==> src/rtl/binary_line_buffer.sv <==
// Two-line binary line buffer producing a 3-pixel vertical column per accepted beat.
// Optional top-edge zero padding is enabled by defining LB_ZERO_PAD_EN.
module binary_line_buffer #(
  parameter int unsigned HRES = 320,
  parameter int unsigned VRES = 180
) (
  input  logic        clk_in,
  input  logic        rst_in,
  input  logic        pixel_in,
  input  logic [10:0] hcount_in,
  input  logic [9:0]  vcount_in,
  input  logic        data_valid_in,
  output logic [2:0]  data_out,
  output logic [10:0] hcount_out,
  output logic [9:0]  vcount_out,
  output logic        data_valid_out,
  output logic        lines_primed
);

  localparam int unsigned AW = (HRES > 1) ? $clog2(HRES) : 1;

  // line_a holds row v-1, line_b holds row v-2
  logic line_a [HRES];
  logic line_b [HRES];

  logic          accept_c;
  logic [AW-1:0] addr_c;

  assign accept_c = data_valid_in && (hcount_in < 11'(HRES)) && !rst_in;
  assign addr_c   = hcount_in[AW-1:0];

  // stage 1: registered store reads plus the beat's own pixel and position
  logic        s1_valid;
  logic        s1_pix;
  logic        s1_a;
  logic        s1_b;
  logic [10:0] s1_h;
  logic [9:0]  s1_v;

  // stage 2: assembled column
  logic        s2_valid;
  logic [2:0]  s2_data;
  logic [10:0] s2_h;
  logic [9:0]  s2_v;

  logic [2:0]  col_c;
  logic [9:0]  vwrap_c;

  // line stores: read-before-write shift of A into B; contents survive reset
  always_ff @(posedge clk_in) begin
    if (accept_c) begin
      s1_a           <= line_a[addr_c];
      s1_b           <= line_b[addr_c];
      line_b[addr_c] <= line_a[addr_c];
      line_a[addr_c] <= pixel_in;
    end
  end

  always_comb begin
    col_c = {s1_b, s1_a, s1_pix};
`ifdef LB_ZERO_PAD_EN
    if (s1_v == 10'd0) begin
      col_c[2:1] = 2'b00;
    end else if (s1_v == 10'd1) begin
      col_c[2] = 1'b0;
    end
`endif
    vwrap_c = (s1_v == 10'd0) ? 10'(VRES - 1) : (s1_v - 10'd1);
  end

  always_ff @(posedge clk_in) begin
    if (rst_in) begin
      s1_valid <= 1'b0;
      s1_pix   <= 1'b0;
      s1_h     <= '0;
      s1_v     <= '0;
      s2_valid <= 1'b0;
      s2_data  <= '0;
      s2_h     <= '0;
      s2_v     <= '0;
    end else begin
      s1_valid <= accept_c;
      if (accept_c) begin
        s1_pix <= pixel_in;
        s1_h   <= hcount_in;
        s1_v   <= vcount_in;
      end
      s2_valid <= s1_valid;
      if (s1_valid) begin
        s2_data <= col_c;
        s2_h    <= s1_h;
        s2_v    <= vwrap_c;
      end
    end
  end

  // output register holds its payload between beats
  always_ff @(posedge clk_in) begin
    if (rst_in) begin
      data_valid_out <= 1'b0;
      data_out       <= '0;
      hcount_out     <= '0;
      vcount_out     <= '0;
    end else begin
      data_valid_out <= s2_valid;
      if (s2_valid) begin
        data_out   <= s2_data;
        hcount_out <= s2_h;
        vcount_out <= s2_v;
      end
    end
  end

  // cleared at frame start, set once a row of index >= 2 begins
  always_ff @(posedge clk_in) begin
    if (rst_in) begin
      lines_primed <= 1'b0;
    end else if (accept_c) begin
      if (vcount_in == 10'd0 && hcount_in == 11'd0) begin
        lines_primed <= 1'b0;
      end else if (vcount_in >= 10'd2) begin
        lines_primed <= 1'b1;
      end
    end
  end

endmodule

==> config.mk <==
export PLATFORM = sky130hd
export DESIGN_NAME = binary_line_buffer
export DESIGN_NICKNAME = d
export VERILOG_FILES = /design/src/rtl/binary_line_buffer.sv
export SDC_FILE = /design/constraint.sdc
export NUM_CORES = 1
export LEC_CHECK = 0
export ABC_AREA = 1
export BUFFER_PORTS_ARGS = -buffer_cell sky130_fd_sc_hd__buf_2
export CELL_PAD_IN_SITES_DETAIL_PLACEMENT = 0
export CELL_PAD_IN_SITES_GLOBAL_PLACEMENT = 1
export CORE_UTILIZATION = 45
export DETAILED_ROUTE_END_ITERATION = 8
export GPL_TIMING_DRIVEN = 0
export PLACE_DENSITY = 0.86
export REMOVE_ABC_BUFFERS = 1
export SETUP_SLACK_MARGIN = 0.5
export SYNTH_ARGS = -nofsm -noshare
export SYNTH_HDL_FRONTEND = slang
export SYNTH_SLANG_ARGS = --single-unit
==> constraint.sdc <==
create_clock -name clk_in -period 6.18 [get_ports clk_in]
set_input_delay 0.618 -clock clk_in [delete_from_list [all_inputs] [get_ports clk_in]]
set_output_delay 0.618 -clock clk_in [all_outputs]
set_load 0.02 [all_outputs]
==> results of run 1 <==
==> worst max path at each step <==
stage,from,endpoint
6_report,hcount_in[1],line_b[262]$_DFFE_PP_
5_1_grt,hcount_in[1],line_b[166]$_DFFE_PP_
4_1_cts,rst_in,line_a[265]$_DFFE_PP_
3_5_place_dp,hcount_in[1],line_b[141]$_DFFE_PP_
3_3_place_gp,hcount_in[1],line_b[142]$_DFFE_PP_
2_1_floorplan,hcount_in[1],line_b[0]$_DFFE_PP_
==> through the flow <==
stage / total power, mW / setup WS (ns) / hold slack, ns
2_1_floorplan: 5.79 / -3.70 / 0.420
3_3_place_gp: 6.10 / -14.42 / 0.433
6_report: 10.2 / 1.25 / 0.270
4_1_cts: 10.2 / 1.22 / 0.239
5_1_grt: 10.5 / 0.967 / 0.253
3_5_place_dp: 6.05 / 0.618 / 0.434
==> logic make-up after synthesis <==
logic type | after synthesis | synth area share
AND/OR/NAND/NOR | 1839 | 0.238
flip-flops | 716 | 0.696
buffers and inverters | 237 | 0.0338
AO/OA/AOI/OAI | 173 | 0.0306
XOR/XNOR | 6 | 0.00176
adder cells (fa/ha/maj) | 1 | 0.000419
==> sequential cells by signal, summed over array words and instances (netlist names) <==
| signal | flops |
|---|---|
| s1_v | 10 |
| vcount_out | 10 |
| s1_h | 11 |
| hcount_out | 11 |
| s1_pix | 1 |
| s2_v | 10 |
| data_out | 3 |
| s2_h | 11 |
| data_valid_out | 1 |
| line_a | 320 |
| lines_primed | 1 |
| s1_a | 1 |
| s2_valid | 1 |
| s1_b | 1 |
| s1_valid | 1 |
| line_b | 320 |
| s2_data | 3 |
==> layout by cell type, fill, tap and decap left out, types with 6 or more instances in the layout <==
master,Yosys,final
edfxtp_1,642,642
nor2_1,460,456
nor3_1,6,6
buf_12,0,7
o21ai_1,17,17
nand3_1,41,41
dfxtp_1,74,74
clkinv_1,2,24
clkbuf_16,0,74
nand2_2,0,16
a21oi_1,37,37
inv_1,54,53
o21ai_0,101,101
a22oi_1,14,14
nand4_1,49,49
nor2_4,0,6
buf_2,68,47
clkinv_2,0,10
buf_16,0,18
nand2_1,1279,1262
clkbuf_1,101,13
==> area by class of cell <==
type	instances	area [sq um]
repair buffers	76	920
multi-input cells	2019	8160
inverters	60	236
clock inverters	41	333
fillers	5795	32300
clock buffers	91	1940
flip-flops and latches	716	20800
well taps	864	1080
==> layer usage <==
metal  up-vias  wire length [microns]
met4         0                   2310
met5         -                      0
li1       9756                      -
met3       148                   5410
met2       748                  35500
met1     10100                  31000
==> worst reg2reg max path, stage by stage (launching register included) <==
cell and delay (ns):
edfxtp_1 0.39, nand2_1 0.09, a21oi_1 0.07, o21ai_0 0.19, nand2_1 0.08, o21ai_0 0.25
nand2_1 0.14, nor2_1 0.24, nor2_1 0.07, nor2_1 0.24, nand2_4 0.45, buf_16 0.40
buf_16 0.28
==> power by group through the flow <==
stage	sequential [mW]	combinational (mW)	clock (mW)
after CTS	5.37	0.581	4.27
final	5.37	0.584	4.22
after detailed placement	5.47	0.579	0
after global placement	5.57	0.530	0
after global routing	5.37	0.640	4.46
after floorplan	5.52	0.277	0
==> synth_stat cells, drive strengths merged <==
master and instances:
edfxtp 642, o21ai 118, o221ai 1, ha 1
nor3 7, a22oi 14, a221oi 2, nand2 1279
nand3 41, inv 58, a31oi 1, nor4 1
buf 76, xnor2 1, a21oi 37, clkinv 2
nand4 49, nor2 462, dfxtp 74, clkbuf 101
xor2 5
==> metrics.csv, run 1 <==
stage,metric,value,unit
status,status,completed,
sta,hold_violations,0,
route,drc,0,
logic_synthesis,ys_types,28,
layout,finalNonFillerCells,3867,
logic_synthesis,yosysWarningCount,0,
power,seq_power_share,0.527,
logic_synthesis,yosys-top-cells-area,"edfxtp_1 65%, nand2_1 16%, nor2_1 5.8%",
logic_synthesis,synthCells,2972,
placement,gp_congestion,0.787,
cts,cts_tree,done,
sta,finalCritPeriodShare,0.798,
setup_path,r2r-start,line_a[257]$_DFFE_PP_,
floorplanning,die_w,260,microns
sta,slew_headroom,0.0593,
layout,postLayoutCellArea,0.0334,sq mm
route,dr.pass1.iters,5,
power,p_per_area,304,mW/mm^2
grt,grt_overflow,0,
power,power.switching,2.27,mW
cts,cts.sinks,716,
grt,grt_use_met1,0.290,
sta,tightest_slew,1.41,ns
layout,n_antenna_cell,0,
placement,hpwl,40500,microns
setup_path,r2r-end,line_b[262]$_DFFE_PP_,
sta,clock_skew,0.0362,ns
floorplanning,dieHeight,260,microns
setup_path,path_delay_family,buffers and inverters,
logic_synthesis,synth_top_area_share,0.646,
power,power.share.clock,0.415,
sta,slew_viol_final,0,
setup_path,end_kind,flip-flop,
power,irDropWorstVdd,0.220,mV
setup_path,reg2reg_depth,12,
layout,syn2layout_area_growth,12.0,%
cts,post_cts_buffers,0,
layout,nNetsFinal,2972,
cts,cts_buffers,73,
setup_path,path_class,input port to flip-flop,
cts,cts_hold_buf,0,
setup_path,r2r_slack,2.92,ns
setup_path,cp_cell_sequence,"buf_4, buf_16, inv_4, buf_16, nor2_4, buf_16, buf_12, nand2_1, nand2_1, o21ai_1, nand2_1, o21ai_0, nand2_1, nor2_1, nor2_1, nor2_1, nand2_4, buf_16, buf_16",
logic_synthesis,ys_seq_area_frac,0.696,
sta,finalSetupTns,0,ns
route,vias,20800,
route,routed_via_density,5.38,
min_path,holdPathStages,3,
grt,grtUsageTotal,0.222,
grt,top_usage_layer,met2,
sta,finalSetupViolCount,0,
setup_path,cp.depth,19,
power,combPwrFrac,0.057,
grt,antenna_found_initial,0,
setup_path,critPathMaxFanout,90,
setup_path,cp.required,6.59,ns
sta,min_period,4.93,ns
power,leakage,12.9,nW
min_path,hold_path_end,s1_v[1]$_SDFFE_PP0P_,
logic_synthesis,yosysTopAreaCell,edfxtp_1,
power,switching_share,0.223,
route,ant_nets,0,
setup_path,path_common_cell,buf_16,
route,drt-total-wl,74200,microns
min_path,worstHoldPathType,input port to flip-flop,
setup_path,start_kind,input port,
floorplanning,start_util,0.454,
layout,finalCoreUtilization,0.509,
cts,htree_levels,3,
sta,clock.fmax,203,MHz
placement,dp.cells,3734,
setup_path,cpPeakStageDelay,0.56,ns
floorplanning,num_rows,94,
logic_synthesis,synth_area,0.0298,sq mm
floorplanning,core_area,0.0657,sq mm
route,drt_iter0_drc,1811,
logic_synthesis,syn_avg_cell_area,10.0,sq um
setup_path,crit_slowest_cell,nand2_4,
route,routedWlPerCell,19.2,microns
power,internal_power,7.91,mW
cts,worst_skew_pair.late_latency,0.63,ns
grt,grt_pass1_vias,20300,
setup_path,path_buf_inv,8,
min_path,hp-start,vcount_in[1],
floorplanning,io-pin-count,51,
floorplanning,dieArea,0.0674,sq mm
placement,io_buffers,50,
grt,grt_max_degree,152,
logic_synthesis,synth_seq_cells,716,
run,maxCapViolations,0,
layout,drive_gt1_frac,0.0673,
setup_path,cp_data_arrival_time,5.34,ns
placement,post_dp_cell_area,0.0311,sq mm
cts,clockRootBuffer,clkbuf_16,
cts,clk_path_buf_depth,3,
grt,grt_pass1_wl,113000,microns
grt,grt_use_met3,0.0381,
grt,grt_use_met2,0.373,
cts,ctsResizeCount,0,
sta,rsz0062_at_grt,false,
cts,clk_pin_slew,0.06,ns
Note: power is estimated with default switching activity, not from simulation.
==> run 2, diff against run 1 <==
==> constraint.sdc (replaced) <==
create_clock -name clk_in -period 4.5 [get_ports clk_in]
set_input_delay 0.45 -clock clk_in [delete_from_list [all_inputs] [get_ports clk_in]]
set_output_delay 0.45 -clock clk_in [all_outputs]
set_load 0.02 [all_outputs]
==> metrics.csv, run 2 (synthesized netlist as in run 1, its figures left out) <==
stage,metric,value,unit,change
floorplanning,start_util,0.454,,unchanged
sta,hold_violations,0,,unchanged
layout,mostFrequentLayoutCell,nand2_1,,unchanged
floorplanning,io-pin-count,51,,unchanged
power,p_total,14.0,mW,was 10.2 mW
sta,setup_slack,0.687,ns,was 1.25 ns
power,p_per_area,418,mW/mm^2,was 304 mW/mm^2
setup_path,path_class,input port to flip-flop,,unchanged
layout,mostFrequentLayoutCells,"1262 x nand2_1, 642 x edfxtp_1, 454 x nor2_1, 100 x o21ai_0, 76 x clkbuf_16",,"was 1262 x nand2_1, 642 x edfxtp_1, 456 x nor2_1, 101 x o21ai_0"
layout,syn2layout_area_growth,12.6,%,was 12.0%
grt,grt_max_degree,152,,unchanged
cts,worst_skew_pair.late_latency,0.63,ns,about the same
sta,finalSetupTns,0,ns,unchanged
route,drt-total-wl,76100,microns,was 74200 microns
sta,whs,0.102,ns,was 0.270 ns
grt,grt_overflow,0,,unchanged
layout,drive_gt1_frac,0.0710,,was 0.0673
route,vias,21000,,was 20800
route,ant_nets,0,,unchanged
cts,cts_buffers,73,,unchanged
layout,top_regs,"line_a (320), line_b (320)",,unchanged
layout,nNetsFinal,2982,,was 2972
placement,io_buffers,50,,unchanged
power,leakage,13.0,nW,was 12.9 nW
sta,tightest_slew,1.43,ns,was 1.41 ns
placement,hpwl,40500,microns,unchanged
floorplanning,dieArea,0.0674,sq mm,unchanged
floorplanning,dieHeight,260,microns,unchanged
cts,htree_levels,3,,unchanged
grt,grt_pass1_vias,20500,,was 20300
layout,fillerInstances,5780,,was 5795
setup_path,cp.required,4.78,ns,was 6.59 ns
sta,finalSetupViolCount,0,,unchanged
placement,gp_congestion,0.787,,unchanged
run,maxCapViolations,0,,unchanged
setup_path,start_kind,input port,,unchanged
cts,cts_tree,done,,unchanged
floorplanning,die_w,260,microns,unchanged
status,status,completed,,unchanged
cts,clk_pin_slew,0.06,ns,about the same
cts,cts_hold_buf,0,,unchanged
sta,rsz0062_at_grt,true,,was false
sta,slew_viol_final,0,,unchanged
floorplanning,num_rows,94,,unchanged
sta,slew_headroom,0.0423,,was 0.0593
sta,clock.fmax,262,MHz,
grt,grt_pass1_wl,115000,microns,was 113000 microns
route,routedWlPerCell,19.6,microns,was 19.2 microns
route,dr.pass1.iters,6,,was 5
cts,clk_path_buf_depth,3,,unchanged
setup_path,cp_data_arrival_time,4.10,ns,was 5.34 ns
grt,antenna_found_initial,0,,unchanged
sta,finalCritPeriodShare,0.847,,
cts,cts.sinks,716,,unchanged
setup_path,critPathMaxFanout,52,,was 90
sta,clock_skew,0.0376,ns,was 0.0362 ns
route,drt_iter0_drc,2063,,was 1811
route,routed_via_density,5.41,,was 5.38
setup_path,end_kind,flip-flop,,unchanged
grt,grtUsageTotal,0.225,,was 0.222
floorplanning,core_area,0.0657,sq mm,unchanged
cts,clockRootBuffer,clkbuf_16,,unchanged
route,drc,0,,unchanged
power,irDropWorstVdd,0.302,mV,was 0.220 mV
layout,n_antenna_cell,0,,unchanged
min_path,worstHoldPathType,input port to flip-flop,,unchanged
placement,place_ws,-0.894,ns,was 0.618 ns
sta,min_period,3.81,ns,
## run 2: per-layer routing
| metal | wire length [microns] | GRT usage | up-vias |
|---|---|---|---|
| met5 | 0 | 0 | - |
| met4 | 2460 | 0.0765 | 0 |
| met3 | 6150 | 0.0421 | 160 |
| met2 | 36400 | 0.380 | 867 |
| met1 | 31100 | 0.293 | 10200 |
| li1 | - | - | 9787 |
## run 2: cell type report
cell class	count	area, sq um	area share
clock buffers	91	1940	0.0578
flip-flops and latches	716	20800	0.618
multi-input cells	2022	8210	0.244
inverters	60	248	0.00737
clock inverters	41	333	0.00991
repair buffers	83	1020	0.0305
well taps	864	1080	0.0322
## run 2: timing repair
| item | CTS | global route |
|---|---|---|
| cloned | 3 | 3 |
| gates resized for setup | 13 | 1 |
| buffers inserted | 2 | 3 |
| setup endpoints to repair | 808 | 404 |
| pin swaps | 3 | 2 |
## run 2: worst max-delay path, stage by stage
cell	delay, ns
buf_2	0.25
clkinvlp_4	0.58
nand4_1	0.56
buf_8	0.34
nor3_1	0.62
nand2_2	0.80
nor2_1	0.44
## run 2: metrics by stage
| stage | instance area (sq um) | utilization | std cells |
|---|---|---|---|
| 6_report | 33600 | 0.511 | 3877 |
| 5_1_grt | 33600 | 0.511 | 3877 |
| 4_1_cts | 33500 | 0.510 | 3871 |
| 3_5_place_dp | 31100 | 0.474 | 3734 |
| 3_3_place_gp | 30400 | 0.462 | 3709 |
| 2_1_floorplan | 29100 | - | 2795 |
## run 2: path summary, 6_finish.rpt
kind / start / to / slack [ns] / cells after the start
max: rst_in / line_b[305]$_DFFE_PP_ / 0.69 / 7
min: vcount_in[1] / s1_v[1]$_SDFFE_PP0P_ / 0.10 / 3
max reg2reg: line_a[257]$_DFFE_PP_ / line_b[192]$_DFFE_PP_ / 1.64 / 12
min reg2reg: s1_h[10]$_SDFFE_PP0P_ / s1_h[10]$_SDFFE_PP0P_ / 0.45 / 2
## run 2: report_power, final
| group | internal [mW] | switching, mW | total, mW |
|---|---|---|---|
| Combinational | 0.219 | 0.632 | 0.851 |
| Sequential | 7.36 | 0.0111 | 7.37 |
| Clock | 3.30 | 2.51 | 5.81 |
==> run 3, diff against run 2 <==
--- a/config.mk
+++ b/config.mk
@@ -9,10 +9,10 @@
 export BUFFER_PORTS_ARGS = -buffer_cell sky130_fd_sc_hd__buf_2
 export CELL_PAD_IN_SITES_DETAIL_PLACEMENT = 0
 export CELL_PAD_IN_SITES_GLOBAL_PLACEMENT = 1
-export CORE_UTILIZATION = 45
+export CORE_UTILIZATION = 48
 export DETAILED_ROUTE_END_ITERATION = 8
 export GPL_TIMING_DRIVEN = 0
-export PLACE_DENSITY = 0.86
+export PLACE_DENSITY = 0.87
 export REMOVE_ABC_BUFFERS = 1
 export SETUP_SLACK_MARGIN = 0.5
 export SYNTH_ARGS = -nofsm -noshare
==> constraint.sdc (replaced) <==
create_clock -name clk_in -period 3.7 [get_ports clk_in]
set_input_delay 0.37 -clock clk_in [delete_from_list [all_inputs] [get_ports clk_in]]
set_output_delay 0.37 -clock clk_in [all_outputs]
set_load 0.02 [all_outputs]
==> metrics.csv, run 3 (synthesized netlist as in run 1, its figures left out) <==
stage,metric,value,unit,change
floorplanning,io-pin-count,51,,unchanged
cts,cts.sinks,716,,unchanged
power,irDropWorstVdd,0.366,mV,was 0.302 mV
setup_path,r2r-start,line_a[83]$_DFFE_PP_,,was line_a[257]$_DFFE_PP_
min_path,hold_path_end,s1_v[4]$_SDFFE_PP0P_,,was s1_v[1]$_SDFFE_PP0P_
setup_path,cp_data_arrival_time,3.56,ns,was 4.10 ns
setup_path,r2r-end,line_b[287]$_DFFE_PP_,,was line_b[192]$_DFFE_PP_
run,maxCapViolations,0,,unchanged
sta,clock_skew,0.0310,ns,was 0.0376 ns
setup_path,cp.required,4.14,ns,was 4.78 ns
sta,rsz0062_at_grt,false,,was true
power,leakage,13.5,nW,was 13.0 nW
cts,htree_levels,3,,unchanged
setup_path,r2r_slack,1.01,ns,was 1.64 ns
placement,io_buffers,50,,unchanged
floorplanning,die_w,251,microns,was 260 microns
sta,slew_headroom,0.272,,was 0.0423
layout,mostFrequentLayoutCells,"1261 x nand2_1, 642 x edfxtp_1, 451 x nor2_1, 97 x o21ai_0, 81 x clkbuf_16",,"was 1262 x nand2_1, 642 x edfxtp_1, 454 x nor2_1, 100 x o21ai_0, 76 x clkbuf_16"
setup_path,cpPeakStageDelay,0.25,ns,was 0.80 ns
cts,cts_buffers,71,,was 73
grt,grt_max_degree,140,,was 152
route,ant_nets,0,,unchanged
cts,clk_pin_slew,0.06,ns,about the same
layout,mostFrequentLayoutCell,nand2_1,,unchanged
setup_path,path_class,input port to flip-flop,,unchanged
route,routed_via_density,5.58,,was 5.41
floorplanning,dieArea,0.0632,sq mm,was 0.0674 sq mm
route,drc,0,,unchanged
cts,clockRootBuffer,clkbuf_16,,unchanged
floorplanning,start_util,0.485,,was 0.454
min_path,worstHoldPathType,input port to flip-flop,,unchanged
layout,top_regs,"line_a (320), line_b (320)",,unchanged
floorplanning,core_area,0.0616,sq mm,was 0.0657 sq mm
sta,whs,0.0246,ns,was 0.102 ns
placement,hpwl,40600,microns,was 40500 microns
grt,grt_overflow,0,,unchanged
power,p_total,17.5,mW,was 14.0 mW
setup_path,crit_slowest_cell,buf_16,,was nand2_2
route,vias,21600,,was 21000
setup_path,reg2reg_depth,15,,was 12
layout,nNetsFinal,3005,,was 2982
route,routedWlPerCell,21.5,microns,was 19.6 microns
sta,clock.fmax,321,MHz,
min_path,hp-start,vcount_in[4],,was vcount_in[1]
grt,grt_pass1_vias,20900,,was 20500
sta,finalCritPeriodShare,0.842,,
layout,syn2layout_area_growth,15.0,%,was 12.6%
setup_path,path_common_cell,buf_16,,
floorplanning,num_rows,91,,was 94
cts,clk_path_buf_depth,3,,unchanged
layout,n_antenna_cell,0,,unchanged
sta,tightest_slew,1.09,ns,was 1.43 ns
setup_path,critPathMaxFanout,44,,was 52
setup_path,start_kind,input port,,unchanged
grt,antenna_found_initial,0,,unchanged
route,drt_iter0_drc,2446,,was 2063
power,p_per_area,510,mW/mm^2,was 418 mW/mm^2
grt,grtUsageTotal,0.260,,was 0.225
layout,drive_gt1_frac,0.0820,,was 0.0710
grt,grt_pass1_wl,122000,microns,was 115000 microns
cts,cts_tree,done,,unchanged
min_path,holdPathStages,3,,unchanged
setup_path,cp_cell_sequence,"buf_16, clkinv_16, buf_16, nor2_4, buf_12, buf_16, nand2_1, nand3_1, nand2_1, nand2_1, o21ai_1, nand2_1, nor2_1, nor2_2, nor2_4, nand2_8, buf_16, buf_16, buf_16",,"was buf_2, clkinvlp_4, nand4_1, buf_8, nor3_1, nand2_2, nor2_1"
sta,finalSetupViolCount,0,,unchanged
setup_path,end_kind,flip-flop,,unchanged
cts,worst_skew_pair.late_latency,0.63,ns,about the same
sta,hold_violations,0,,unchanged
sta,min_period,3.12,ns,
status,status,completed,,unchanged
route,drt-total-wl,83200,microns,was 76100 microns
placement,gp_congestion,0.766,,was 0.787
sta,slew_viol_final,0,,unchanged
route,dr.pass1.iters,6,,unchanged
floorplanning,dieHeight,251,microns,was 260 microns
## run 3: how the worst max path moves through the flow
stage / end / start / cells after the start
2_1_floorplan: line_b[0]$_DFFE_PP_ / hcount_in[1] / 12
3_3_place_gp: line_b[284]$_DFFE_PP_ / hcount_in[1] / 13
3_5_place_dp: line_b[285]$_DFFE_PP_ / hcount_in[0] / 18
4_1_cts: line_b[22]$_DFFE_PP_ / rst_in / 7
5_1_grt: line_b[306]$_DFFE_PP_ / hcount_in[1] / 19
6_report: line_b[287]$_DFFE_PP_ / hcount_in[1] / 19
## run 3: report_power, final
part / internal (mW) / total [mW] / switching [mW]
Sequential: 8.95 / 8.96 / 0.0128
Clock: 4.34 / 7.35 / 3.01
Combinational: 0.354 / 1.20 / 0.843
Total: 13.6 / 17.5 / 3.87
## run 3: layout make-up
cell class	count	area [sq um]
fill	5083	27300
sequential	716	20800
multi-input combinational	2023	8300
clock buffer	95	2030
timing repair buffer	105	1530
tap	837	1050
clock inverter	34	350
inverter	60	289
timing repair inverter	2	13.8
## run 3: metrics by stage
| stage | setup WS [ns] | cells | setup TNS [ns] | cell area, sq um | utilization |
|---|---|---|---|---|---|
| 2_1_floorplan | -5.93 | 2795 | -1905.63 | 29100 | - |
| 3_3_place_gp | -16.85 | 3682 | -8139.54 | 30400 | 0.493 |
| 3_5_place_dp | -1.73 | 3710 | -874.35 | 31100 | 0.505 |
| 4_1_cts | 0.375 | 3862 | 0 | 34100 | 0.554 |
| 5_1_grt | 0.506 | 3872 | 0 | 34300 | 0.557 |
| 6_report | 0.583 | 3872 | 0 | 34300 | 0.557 |
## run 3: critical path: cells and delay by family
| kind | cells | cell delay (ns) |
|---|---|---|
| buf+inv | 8 | 1.74 |
| compound gates | 1 | 0.12 |
| simple gates | 10 | 1.18 |
## run 3: per-layer routing
metal / track usage / vias to the layer above / wire length [microns]
li1: - / 9841 / -
met1: 0.340 / 10300 / 31900
met2: 0.426 / 1200 / 38700
met3: 0.0539 / 225 / 9310
met4: 0.103 / 0 / 3280
met5: 0 / - / 0
## run 3: repair_timing
action / 4_1_cts / 5_1_grt
endpoints found under the setup margin: 963 / 365
buffers inserted: 5 / 4
resized for setup: 36 / 16
pin swaps: 5 / 4
endpoints found under the hold margin: 3 / 0
hold buffers: 3 / 0
cloned: 15 / 6
